File: config.mk
export PLATFORM = sky130hd
export DESIGN_NAME = uart_rx_fifo
export DESIGN_NICKNAME = d
export VERILOG_FILES = /design/src/rtl/uart_rx_fifo.sv
export SDC_FILE = /design/constraint.sdc
export NUM_CORES = 1
export LEC_CHECK = 0
export CORE_ASPECT_RATIO = 2
export CORE_MARGIN = 2
export CORE_UTILIZATION = 29
export DETAILED_ROUTE_END_ITERATION = 6
export MAX_ROUTING_LAYER = met4
export PLACE_DENSITY = 0.53
export SYNTH_ARGS = -nofsm -noshare
export SYNTH_HDL_FRONTEND = slang
export SYNTH_SLANG_ARGS = --single-unit
File: constraint.sdc
create_clock -name clk_int -period 8.6 [get_ports clk_int]
set_clock_uncertainty 0.1 [all_clocks]
set_input_delay 0.86 -clock clk_int [delete_from_list [all_inputs] [get_ports clk_int]]
set_output_delay 0.86 -clock clk_int [all_outputs]
set_load 0.05 [all_outputs]
File: src/rtl/uart_rx_fifo.sv
// Receive byte FIFO behind the UART receiver: first-word-fall-through,
// valid/ready output, fill level, sticky overflow and synchronous flush.
// Ports: clk_int, uart_reset (async, active-low), rx_data/rx_valid (in),
//   out_data/out_valid/out_ready (consumer), level, overflow,
//   clr_overflow, flush, rts_n (only with UART_RX_FIFO_RTS_EN).
// Optional feature macro: UART_RX_FIFO_RTS_EN (registered rts_n flow control).
module uart_rx_fifo #(
  parameter int DEPTH_LOG2    = 4,
  parameter int RTS_THRESHOLD = 12
) (
  input  logic                  clk_int,
  input  logic                  uart_reset,
  input  logic [7:0]            rx_data,
  input  logic                  rx_valid,
  output logic [7:0]            out_data,
  output logic                  out_valid,
  input  logic                  out_ready,
  output logic [DEPTH_LOG2:0]   level,
  output logic                  overflow,
  input  logic                  clr_overflow,
  input  logic                  flush
`ifdef UART_RX_FIFO_RTS_EN
  ,
  output logic                  rts_n
`endif
);

  localparam int DEPTH = 1 << DEPTH_LOG2;
  localparam logic [DEPTH_LOG2:0] LP_FULL = (DEPTH_LOG2+1)'(DEPTH);
  localparam logic [DEPTH_LOG2:0] LP_ONE  = (DEPTH_LOG2+1)'(1);
  localparam logic [DEPTH_LOG2-1:0] LP_PINC = (DEPTH_LOG2)'(1);

  logic [7:0]            r_mem [DEPTH];
  logic [DEPTH_LOG2-1:0] r_wr_ptr;
  logic [DEPTH_LOG2-1:0] r_rd_ptr;
  logic [DEPTH_LOG2:0]   r_level;
  logic [DEPTH_LOG2:0]   w_level_nxt;
  logic                  r_overflow;
  logic                  w_full;
  logic                  w_pop;
  logic                  w_push;
  logic                  w_drop;
  logic                  w_wr;

  assign w_full    = (r_level == LP_FULL);
  assign out_valid = (r_level != '0);
  assign w_pop     = out_valid & out_ready;
  // A pop frees a slot in the same cycle, so a full FIFO still accepts.
  assign w_push    = rx_valid & (~w_full | w_pop);
  // A byte lost to flush is not an overflow.
  assign w_drop    = rx_valid & w_full & ~w_pop & ~flush;
  assign w_wr      = w_push & ~flush;

  assign level     = r_level;
  assign overflow  = r_overflow;
  assign out_data  = out_valid ? r_mem[r_rd_ptr] : 8'h00;

  always_comb begin
    w_level_nxt = r_level;
    if (flush)
      w_level_nxt = '0;
    else if (w_push & ~w_pop)
      w_level_nxt = r_level + LP_ONE;
    else if (w_pop & ~w_push)
      w_level_nxt = r_level - LP_ONE;
  end

  always_ff @(posedge clk_int or negedge uart_reset) begin
    if (!uart_reset) begin
      r_wr_ptr   <= '0;
      r_rd_ptr   <= '0;
      r_level    <= '0;
      r_overflow <= 1'b0;
    end else begin
      r_level <= w_level_nxt;
      if (flush) begin
        r_wr_ptr <= '0;
        r_rd_ptr <= '0;
      end else begin
        if (w_push) r_wr_ptr <= r_wr_ptr + LP_PINC;
        if (w_pop)  r_rd_ptr <= r_rd_ptr + LP_PINC;
      end
      if (w_drop)
        r_overflow <= 1'b1;
      else if (clr_overflow)
        r_overflow <= 1'b0;
    end
  end

  always_ff @(posedge clk_int) begin
    if (w_wr) r_mem[r_wr_ptr] <= rx_data;
  end

`ifdef UART_RX_FIFO_RTS_EN
  localparam logic [DEPTH_LOG2:0] LP_RTS = (DEPTH_LOG2+1)'(RTS_THRESHOLD);

  logic r_rts_n;

  // Tracks next-cycle level so rts_n moves on the same edge as level.
  always_ff @(posedge clk_int or negedge uart_reset) begin
    if (!uart_reset)
      r_rts_n <= 1'b0;
    else
      r_rts_n <= (w_level_nxt >= LP_RTS);
  end

  assign rts_n = r_rts_n;
`endif

endmodule

==> key figures <==
Run status
  • Run status: finished, final reports clean

Detailed routing
  • Final ANT Viol Nets: 0
  • Vias: 2,993
  • Drt initial violations: 172
  • Via-per-instance ratio: 4.72
  • TritonRoute pass-1 iters: 4
  • Avg WL per Cell: 20.4 µm
  • Detailed-route DRC error count: 0
  • Routed WL: 12,900 µm

Worst hold path
  • Hold_sp: overflow
  • Tightest Hold Check Type: reg -> reg

Clocking
  • # hold bufs at CTS: 0
  • Postcts setup bufs: 0
  • Total CTS buffers: 17
  • Clock sinks: 142
  • Clock transition at path regs: 0.06 ns
  • TritonCTS clock tree: done
  • Post-CTS sizing: 0
  • Clk buf depth: 2
  • Clock root buffer master: clkbuf_16
  • Worst-Skew Late Latency: 0.42 ns
  • H-tree levels: 4

Die
  • FP Rows: 74
  • DIE AREA: 0.0218 mm²
  • I/O pin total: 29
  • Die Wd: 105 µm
  • Die height: 207 µm
  • Initial Utilization: 29.4%
  • Area of the core: 0.0203 mm²

Timing
  • Fin. max-slew vios: 0
  • Maximum clock frequency: 0.233 GHz
  • Setup total negative slack: 0 ns
  • Max-slew headroom: 31.8%
  • Final Hold Viols: 0
  • Final worst slack: 4.31 ns
  • Worst-margin pin slew: 1.02 ns
  • Unrepaired setup endpoints after global routing: no
  • Fin crit period: 4.29 ns
  • Tcrit/Tclk final: 49.9%
  • WHS: 0.443 ns
  • Final setup viols: 0

Logic synthesis
  • Seq/Total Area, Yosys: 70.3%
  • Avg Cell Area, Syn: 18.3 µm²
  • Synth unique cells: 41
  • Mapped Nets: 349
  • Synth warnings: 0
  • Syn Inst Count: 325
  • Synthesized flop and latch total: 142
  • Post-synthesis cell area: 0.00596 mm²

Global route
  • Global-route wire length before repair: 20,000 µm
  • Initial antenna violation count: 0
  • Global router's overall resource usage: 13.1%
  • Largest net degree at the start of global routing: 36
  • Number of global-route vias before repair: 3,332
  • Grt total ovfl: 0

Place
  • Pre-CTS setup slack: 4.67 ns
  • HPWL Detailed: 9000 µm
  • Gpl congestion: 0.743
  • PortBufs: 28

Power
  • LEAKAGE: 2.23 nW
  • Worst VDD drop: 164 µV
  • Pwr Density: 289 mW/mm²
  • PnR Total Power: 2.04 mW

Worst setup path
  • Worst-path maximum fanout: 35
  • Setup crit end kind: output pin
  • Worst Setup SP: r_rd_ptr[1]
  • CP Buf/Inv Count: 1
  • Worst path max stage delay: 1.04 ns
  • Critical path startpoint category: flip-flop
  • Cell family with most CP delay: flip-flops
  • CP Cell Sequence: mux4_2, nor2b_1, a211oi_1, a211oi_1, clkdlybuf4s50_1
  • Most Frequent Cell on Critical Path: a211oi_1
  • Required @ worst endpoint: 7.64 ns
  • Crit path max-delay cell type: dfrtp_2
  • R2r startpoint: level[0]
  • Type of the worst setup path: reg -> out
  • Critical path data arrival time: 3.33 ns

Final layout
  • N_diodes: 0
  • Nets@finish: 379
  • Share of layout cells above drive strength 1: 19.8%
  • Area grow syn2layout: 18.4%

Flow run
  • Maxcap violations: 0
[worst reg2reg max path, cell delays in order (launching register included)]
cell and delay, ns:
dfrtp_1 0.48, or4_1 0.79, nor2_2 0.52, o21ai_0 0.39, fa_1 0.52, a211o_1 0.33
o21a_1 0.14, o211ai_1 0.20, a31oi_1 0.12
[per-stage QoR]
stage / utilization, % / cells / area (µm²)
2_1_floorplan: - / 325 / 5960
3_3_place_gp: 32.1 / 602 / 6500
3_5_place_dp: 32.1 / 602 / 6500
4_1_cts: 34.8 / 634 / 7060
5_1_grt: 34.8 / 634 / 7060
6_report: 34.8 / 634 / 7060
[cells by family (layout without fill, tap and decap cells)]
group	count (synthesis)	count (layout)	synth area share, %
adders and majority gates	10	10	2.22
xor gates and xnor gates	8	8	1.18
muxes	46	46	14.5
DFF	142	142	70.3
buffers and inverters	26	69	2.24
AOI/OAI and AO/OA	35	35	4.60
and+or+nand+nor	58	58	4.93
[worst paths after layout]
check	slack [ns]	to	cells after the start
hold reg to reg	0.44	overflow	2
hold / removal	0.44	overflow	2
setup / recovery	4.31	out_data[0]	5
setup reg to reg	4.86	level[4]	8
min in group asynchronous	0.77	r_rd_ptr[2]	1
max in group asynchronous	7.13	r_rd_ptr[1]	1
[report_power, final]
group	internal, mW	switching (mW)	total (mW)
Combinational	0.215	0.313	0.528
Sequential	0.774	0.0511	0.825
Clock	0.420	0.271	0.691
Total	1.41	0.635	2.04
[per-layer routing]
metal  share of wire (%)  track usage, %
met5                   0               -
met4                 3.3            6.00
met1                  33            11.8
met3                 3.5            3.20
met2                  60            25.2
[cell usage in the layout, fill, tap and decap left out, types with 2 or more instances in the layout]
cell	n
a211oi_1	16
a21oi_1	2
a31oi_1	2
and3_1	3
buf_4	3
bufinv_16	2
clkbuf_16	17
clkdlybuf4s50_1	28
clkinv_1	4
clkinv_2	5
clkinv_4	3
dfrtp_1	13
edfxtp_1	128
ha_1	9
inv_1	6
mux2_1	3
mux2i_1	11
mux4_2	32
nand2_1	6
nand2b_1	5
nand3_1	2
nor2_1	23
nor2b_1	9
nor3_2	3
o211ai_1	5
o21ai_2	2
xnor2_1	3
xor2_1	5
[cell type report]
class,instances,area (µm²)
timing repair buffer,31,303
fill,1878,13200
inverter,6,22.5
multi-input combinational,157,1650
clock buffer,18,429
tap,266,333
clock inverter,14,126
sequential,142,4200
[synthesized netlist by cell type]
cell type,instances,area [µm²]
buf_1,1,3.75
a31oi_1,2,12.5
buf_4,4,30.0
nor2_1,23,86.3
a31oi_4,1,21.3
and3_1,3,18.8
a211o_1,1,8.76
o22a_1,1,8.76
xnor2_1,3,26.3
fa_1,1,20.0
nand2_1,6,22.5
buf_6,2,22.5
ha_1,9,113
o32ai_1,1,8.76
o21a_1,1,7.51
dfrtp_1,14,350
xor2_1,5,43.8
nor2b_1,9,56.3
inv_1,6,22.5
o21ai_0,1,5.00
clkbuf_1,8,30.0
nand3_1,2,10.0
mux2_1,3,33.8
o21ai_2,2,17.5
o2111ai_1,1,8.76
o21bai_1,1,7.51
nor3_1,4,20.0
nor4_2,1,12.5
nor2_2,1,6.26
a21oi_1,2,10.0
or3_1,1,6.26
nand3_2,1,10.0
buf_2,5,25.0
nand2b_1,5,31.3
o211ai_1,5,37.5
or4_1,1,7.51
or2_2,1,6.26
mux2i_1,11,110
a211oi_1,16,120
edfxtp_1,128,3840
mux4_2,32,721
[state kept, by name (all words and copies together) (netlist names)]
register / count
overflow: 1
r_wr_ptr: 4
r_mem: 128
r_rd_ptr: 4
level: 5
Note: power is estimated with default switching activity, not from simulation.
